File: src/rtl/button_conditioner.sv
// button_conditioner
//   Conditions raw active-low push buttons for the NIOS button PIO. Each
//   channel has a two-flop synchronizer, a counter debouncer and registered
//   press/release pulses.
//
//   Optional feature macro: BUTTON_AUTO_REPEAT_EN
//     When defined, a held button re-fires press_pulse after REPEAT_DELAY
//     cycles and then every REPEAT_PERIOD cycles until released.
//
// Ports
//   clk            system clock
//   reset_n        asynchronous active-low reset
//   buttons_raw_n  [N_BUTTONS] raw pad inputs, active-low, async to clk
//   buttons_db_n   [N_BUTTONS] debounced level, active-low (to PIO)
//   press_pulse    [N_BUTTONS] one-cycle pulse per accepted press / repeat
//   release_pulse  [N_BUTTONS] one-cycle pulse per accepted release

// One independent button channel.
module button_channel #(
    parameter int DEBOUNCE_CYCLES = 500000,
    parameter int REPEAT_DELAY    = 25000000,
    parameter int REPEAT_PERIOD   = 5000000
) (
    input  logic clk,
    input  logic reset_n,
    input  logic raw_n,
    output logic db_n,
    output logic press_pulse,
    output logic release_pulse
);
    localparam int CW = $clog2(DEBOUNCE_CYCLES + 1);

    if (DEBOUNCE_CYCLES < 2 || REPEAT_DELAY < 2 || REPEAT_PERIOD < 2) begin : g_bad_param
        $error("button_channel: DEBOUNCE_CYCLES, REPEAT_DELAY, REPEAT_PERIOD must be >= 2");
    end

    logic          sync1, sync2;
    logic [CW-1:0] cnt;
    logic          accept, press_acc, release_acc;
    logic          repeat_fire;

    // A level change is accepted on the cycle the mismatch has been seen
    // DEBOUNCE_CYCLES times in a row.
    assign accept      = (sync2 != db_n) && (cnt == CW'(DEBOUNCE_CYCLES - 1));
    assign press_acc   = accept && !sync2;
    assign release_acc = accept &&  sync2;

    always_ff @(posedge clk or negedge reset_n) begin
        if (!reset_n) begin
            sync1         <= 1'b1;
            sync2         <= 1'b1;
            db_n          <= 1'b1;
            cnt           <= '0;
            press_pulse   <= 1'b0;
            release_pulse <= 1'b0;
        end else begin
            sync1 <= raw_n;
            sync2 <= sync1;
            if (sync2 == db_n) begin
                cnt <= '0;
            end else if (accept) begin
                db_n <= sync2;
                cnt  <= '0;
            end else begin
                cnt <= cnt + 1'b1;
            end
            press_pulse   <= press_acc | repeat_fire;
            release_pulse <= release_acc;
        end
    end

`ifdef BUTTON_AUTO_REPEAT_EN
    localparam int RMAX = (REPEAT_DELAY > REPEAT_PERIOD) ? REPEAT_DELAY : REPEAT_PERIOD;
    localparam int RW   = $clog2(RMAX + 1);

    typedef enum logic [1:0] {IDLE, DELAY, REPEAT} rpt_state_t;

    rpt_state_t    state, state_nxt;
    logic [RW-1:0] rcnt, rcnt_nxt;

    always_ff @(posedge clk or negedge reset_n) begin
        if (!reset_n) begin
            state <= IDLE;
            rcnt  <= '0;
        end else begin
            state <= state_nxt;
            rcnt  <= rcnt_nxt;
        end
    end

    // An accepted release always wins over a repeat landing on the same cycle.
    always_comb begin
        state_nxt   = state;
        rcnt_nxt    = rcnt;
        repeat_fire = 1'b0;
        case (state)
            IDLE: begin
                if (press_acc) begin
                    state_nxt = DELAY;
                    rcnt_nxt  = '0;
                end
            end
            DELAY: begin
                if (release_acc) begin
                    state_nxt = IDLE;
                    rcnt_nxt  = '0;
                end else if (rcnt == RW'(REPEAT_DELAY - 1)) begin
                    state_nxt   = REPEAT;
                    rcnt_nxt    = '0;
                    repeat_fire = 1'b1;
                end else begin
                    rcnt_nxt = rcnt + 1'b1;
                end
            end
            REPEAT: begin
                if (release_acc) begin
                    state_nxt = IDLE;
                    rcnt_nxt  = '0;
                end else if (rcnt == RW'(REPEAT_PERIOD - 1)) begin
                    rcnt_nxt    = '0;
                    repeat_fire = 1'b1;
                end else begin
                    rcnt_nxt = rcnt + 1'b1;
                end
            end
            default: begin
                state_nxt = IDLE;
                rcnt_nxt  = '0;
            end
        endcase
    end
`else
    assign repeat_fire = 1'b0;
`endif

endmodule

module button_conditioner #(
    parameter int N_BUTTONS       = 4,
    parameter int DEBOUNCE_CYCLES = 500000,
    parameter int REPEAT_DELAY    = 25000000,
    parameter int REPEAT_PERIOD   = 5000000
) (
    input  logic                 clk,
    input  logic                 reset_n,
    input  logic [N_BUTTONS-1:0] buttons_raw_n,
    output logic [N_BUTTONS-1:0] buttons_db_n,
    output logic [N_BUTTONS-1:0] press_pulse,
    output logic [N_BUTTONS-1:0] release_pulse
);
    for (genvar i = 0; i < N_BUTTONS; i++) begin : g_ch
        button_channel #(
            .DEBOUNCE_CYCLES (DEBOUNCE_CYCLES),
            .REPEAT_DELAY    (REPEAT_DELAY),
            .REPEAT_PERIOD   (REPEAT_PERIOD)
        ) u_ch (
            .clk           (clk),
            .reset_n       (reset_n),
            .raw_n         (buttons_raw_n[i]),
            .db_n          (buttons_db_n[i]),
            .press_pulse   (press_pulse[i]),
            .release_pulse (release_pulse[i])
        );
    end

endmodule

File: config.mk
export PLATFORM = sky130hd
export DESIGN_NAME = button_conditioner
export DESIGN_NICKNAME = d
export VERILOG_FILES = /design/src/rtl/button_conditioner.sv
export SDC_FILE = /design/constraint.sdc
export NUM_CORES = 1
export LEC_CHECK = 0
export ABC_AREA = 1
export BUFFER_PORTS_ARGS = -buffer_cell sky130_fd_sc_hd__buf_2
export CAP_MARGIN = 20
export CORE_UTILIZATION = 45
export CTS_CLUSTER_DIAMETER = 150
export DETAILED_ROUTE_END_ITERATION = 8
export HOLD_SLACK_MARGIN = 0.08
export MAX_ROUTING_LAYER = met4
export SLEW_MARGIN = 10
export SYNTH_ARGS = -nofsm -noshare
export SYNTH_HDL_FRONTEND = slang
export SYNTH_SLANG_ARGS = --single-unit
File: constraint.sdc
create_clock -name clk -period 1.3 [get_ports clk]
set_input_delay 0.13 -clock clk [delete_from_list [all_inputs] [get_ports clk]]
set_output_delay 0.13 -clock clk [all_outputs]
set_load 0.05 [all_outputs]
### Yosys cells after proc, flatten, opt, wreduce, memory -nomap -nowiden

Cells that the tools add are included.

| word-level totals | value |
|---|---|
| register bits after elaboration | 96 |
| output and inout port bits | 12 |

| cells by class | value |
|---|---|
| $add $sub $neg | 4 |
| eq/ne operators | 12 |
| muxes and demuxes | 8 |
| bitwise logic cells | 4 |
| reductions and logical operators | 20 |

Operator list:

| kind | number |
|---|---|
| 19-bit 2-to-1 mux | 8 |
| 19-bit by 1-bit adder with 19-bit output (second input constant) | 4 |
| 19-bit equality test (second input constant) | 4 |
| 1-bit logical AND | 12 |
| 2-bit AND reduction | 4 |
| 1-bit equality test | 4 |
| 1-bit logical NOT | 4 |
| 1-bit != test | 4 |
| 1-bit NOT | 4 |

### Depth between registers and ports, before layout

| logic depth | value |
|---|---|
| depth in word-level cells | 4 |
| gate-level depth with buffers | 10 |
| mapped depth without buffers | 10 |

### Hierarchy

From an unflattened synthesis, not the netlist that was laid out.

| unflattened totals | value |
|---|---|
| cells, all modules | 692 |
| area, all modules | 5,175.0 µm² |

Modules (own cells, without submodules):

| module | instances | cells an instance | area an instance (µm²) | sequential area each (µm²) |
|---|---|---|---|---|
| button_channel | 4 | 173 | 1,293.7 | 604.3 |

### Worst setup path before layout

OpenSTA, ideal clock, no wires.

| timing path | value |
|---|---|
| path type | reg2reg |
| start | reg g_ch[0].u_ch.sync2 |
| end | reg g_ch[0].u_ch.cnt[17] |
| setup time | 0.117 ns |
| arrival | 1.178 ns |
| data required time | 1.183 ns |
| setup slack | 0.005 ns |
| stages on the path, launching flop included | 8 |
| path buffers | 0 |
| clock period less this slack | 1.295 ns |
| cell sequence | dfstp_2 -> inv_1 -> nand2_1 -> nand2_2 -> nor2_2 -> nand3_4 -> nand2_4 -> nor2_1 |

| on the way | value |
|---|---|
| cells in the longest elaborated chain, start to end | 4 |
| elaborated cells between the ends (all ways) | 5 |
| classes of those cells | eq/ne: 2; mux: 2; reduce/logical: 1 |

Ends and longest elaborated chain:

| what | line | text |
|---|---|---|
| from (decl) | 37 | `logic sync1, sync2;` |
| from (signal assigned) | 58 | `sync2 <= sync1;` |
| 1-bit != test | 44 | `assign accept = (sync2 != db_n) && (cnt == CW'(DEBOUNCE_CYCLES - 1));` |
| 1-bit logical AND | 44 |  |
| 19-bit 2-to-1 mux | 61 | `end else if (accept) begin` |
| 19-bit 2-to-1 mux * | 59 | `if (sync2 == db_n) begin` |
| to (signal assigned) | 65 | `cnt <= cnt + 1'b1;` |
| to (decl) | 38 | `logic [CW-1:0] cnt;` |

Every way passes the cells marked *; elsewhere a longest branch is shown, timed or not.
A chain may end at the register's enable or synchronous reset.

### Final worst setup path

| timing path | value |
|---|---|
| start | reg g_ch[3].u_ch.cnt[5] |
| end | reg g_ch[3].u_ch.cnt[3] |

| on the way | value |
|---|---|
| cells in the longest elaborated chain, start to end | 4 |

Ends and longest elaborated chain:

| what | line |
|---|---|
| from (decl) | 38 |
| from (signal assigned) | 65 |
| 19-bit equality test | 44 |
| 1-bit logical AND | 44 |
| 19-bit 2-to-1 mux | 61 |
| 19-bit 2-to-1 mux | 59 |

Every way passes these cells.

==> reports/results.ini <==
[status]
status = finished, violations left
violations = negative setup slack

[worst_setup_path]
start_kind = flip-flop
path_cells = nor2_1, nand2_1, nor2_1, nand3_4, buf_6, nand4_1, inv_1
cp.arrival_ps = 1660
reg2reg_from = g_ch[3].u_ch.cnt[5]
cp.depth = 7
cp_slowest_stage_delay_ps = 450
worstPathRequired_ps = 1530
reg2reg_slack_ps = -130
critical_path.endpoint = g_ch[3].u_ch.cnt[3]
cp.buffers_inverters = 2
cp_slowest_cell = dfrtp_1
crit_path_max_fanout = 5
r2r_cells = 7
startpoint = g_ch[3].u_ch.cnt[5]
reg2reg_to = g_ch[3].u_ch.cnt[3]
path_delay_family = simple AND/OR/NAND/NOR gates
path_class = reg2reg
crit_path_frequent_cell = nor2_1
end_kind = flip-flop

[yosys]
netlist_area_um2 = 5220
yosysTopAreaCellShare_pct = 40.3
post-synth-top-count-cell = nor2_1
syn_inst = 664
ys_seq_elements = 96
synth_common_cells = 156 x nor2_1, 129 x nand2_1, 84 x dfrtp_1
ys_warn_count = 0
synth_cell_type_count = 30
synthArstFlopShare_pct = 100
ys_top_cells_by_area = dfrtp_1 40%, nor2_1 11%, nand2_1 9.3%
syn-num-nets = 674
synth_edf_count = 0
avgSynthCellArea_um2 = 7.85
synth.yosys.seq_area_share_pct = 46.4
synth_ff_type = dfrtp_1
synth_area_leader_cell = dfrtp_1

[floorplanning]
core.rowCount = 38
core-area_um2 = 11100
die_h_um = 110
start_util_pct = 47.1
die_w_um = 110
ioPinCount = 18
dieArea_um2 = 12000

[sta]
worst_slack_ps = -130
report.final.slew_viol_count = 0
finalHoldViolCount = 0
finalCritPeriodShare_pct = 110
min_period_ps = 1430
timing.slew.headroom_pct = 77.7
worstMarginPinSlew_ps = 333
fmax_mhz = 699
setup_violations = 62
skew_ps = 9.67
rsz0062_at_grt = yes

[cts]
clkTransAtPathRegs_ps = 70
cts_sinks = 96
clockBufferDepth = 2
root_buffer = clkbuf_16
cts_tree = yes
clk-insertion-delay-late_ps = 350
cts_buffers = 9
cts_htree_levels = 3

[placement]
dpl_cell_area_um2 = 5860
portBuffers = 17
hpwlAfterDp_um = 7920
gp_congestion = 0.885
dp_cells = 870

[detailed_routing]
dr_wl_met2_um = 6730
finalWirelength_um = 13000
wl_met3_um = 475
initialDrtViolationCount = 225
drt-met1-wl_um = 5520
highest_layer = met4
viasPerCell = 4.99
drc = 0
via_count = 4596
ant_nets = 0
first_pass_iters = 4
wl_per_cell_um = 14.1

[layout]
syn_to_final_growth_pct = 39.8
fin_area_um2 = 7290
drive_above_1_share_pct = 42.1
final_util_pct = 65.8
antenna_cells = 0
fin_cells = 921
fin_nets = 786

[grt]
antenna_found_initial = 0
grt_pass1_vias = 4395
grt_pass1_wl_um = 19700
overflow = 0
grt.total_usage_pct = 21.9
grt_max_degree = 40

[power_and_ir_drop]
power.density_nw_per_um2 = 869
static-leakage-power_uw = 0.00327
peakVddDrop_uv = 837
p_total_uw = 6330

[worst_hold_path]
hp-class = in2async

[run]
max_cap_viol_count = 0

[area by class of cell]
| cell class | count | area, µm² |
|---|---|---|
| clock buffers | 10 | 229 |
| clock inverters | 6 | 85.1 |
| fillers | 868 | 3790 |
| inverters | 80 | 318 |
| multi-input cells | 473 | 3120 |
| flip-flops and latches | 96 | 2420 |
| well taps | 140 | 175 |
| repair buffers | 116 | 942 |
[layer usage]
metal,track usage [%],up-vias
li1,-,2269
met1,26.5,2202
met2,35.4,97
met3,5.63,28
met4,8.19,0
met5,-,-
[metrics by stage]
step	hold WS [ps]	setup slack [ps]	TNS, ps
3_5_place_dp	55.7	-163	-3340
3_3_place_gp	52.1	-150	-1650
2_1_floorplan	-166	4.91	0
6_report	226	-130	-4160
5_1_grt	237	-239	-9910
4_1_cts	232	-68.1	-1700
[worst register-to-register path: cells and delay by family (launching register included)]
kind          cells  cell delay (ps)
simple gates      5              680
flops             1              450
buf+inv           2              200
[cell families (layout without fill, tap and decap cells)]
kind of cell	Yosys count	count (layout)	synth area share [%]
buffers and inverters	97	212	8.33
AND/OR/NAND/NOR	404	406	35.4
adder cells (fa/ha/maj)	4	4	0.960
XOR/XNOR	36	36	6.05
AO/OA/AOI/OAI	27	27	2.88
flip-flops	96	96	46.4
[where the power goes]
group	leakage [µW]	switching, µW	total (µW)	internal [µW]
sequential	0.00128	45.1	3080	3040
clock	0.000148	1150	2830	1680
combinational	0.00184	234	417	184
total	0.00327	1430	6330	4900
[flip-flops by register name (all words and copies together), names as in the netlist]
| signal | cells |
|---|---|
| g_ch.u_ch.cnt | 76 |
| g_ch.u_ch.db_n | 4 |
| g_ch.u_ch.press_pulse | 4 |
| g_ch.u_ch.release_pulse | 4 |
| g_ch.u_ch.sync1 | 4 |
| g_ch.u_ch.sync2 | 4 |
[repair_timing]
action	CTS	global route
buffers inserted	12	16
resized for setup	78	143
endpoints found under the hold margin	91	0
pin swaps	37	54
cloned	2	0
endpoints found under the setup margin	66	83
hold buffers	5	0
[cells in the final DEF, fill, tap and decap left out, types with 9 or more instances in the layout]
master / n
buf_4: 80
dfrtp_1: 81
nand3_1: 18
nor2_2: 32
xor2_1: 20
inv_2: 13
inv_1: 62
buf_6: 15
clkbuf_16: 9
buf_2: 12
nand2_1: 101
nand3_2: 25
nand3_4: 9
nor2_1: 119
xnor2_1: 11
dfstp_2: 12
nand2_4: 20
nand2_2: 25
nor2_4: 38
[worst min path at each step]
stage               startpoint                    to  slack [ps]  cells after the start
finish                 reset_n  g_ch[2].u_ch.cnt[10]         230                      2
global route           reset_n  g_ch[2].u_ch.cnt[10]         240                      2
CTS                    reset_n  g_ch[2].u_ch.cnt[12]         230                      2
detailed placement     reset_n  g_ch[2].u_ch.cnt[12]          60                      1
global placement       reset_n  g_ch[2].u_ch.cnt[12]          50                      1
floorplan              reset_n   g_ch[0].u_ch.cnt[0]        -170                      0
No activity file was read; power rests on OpenSTA's default activity.
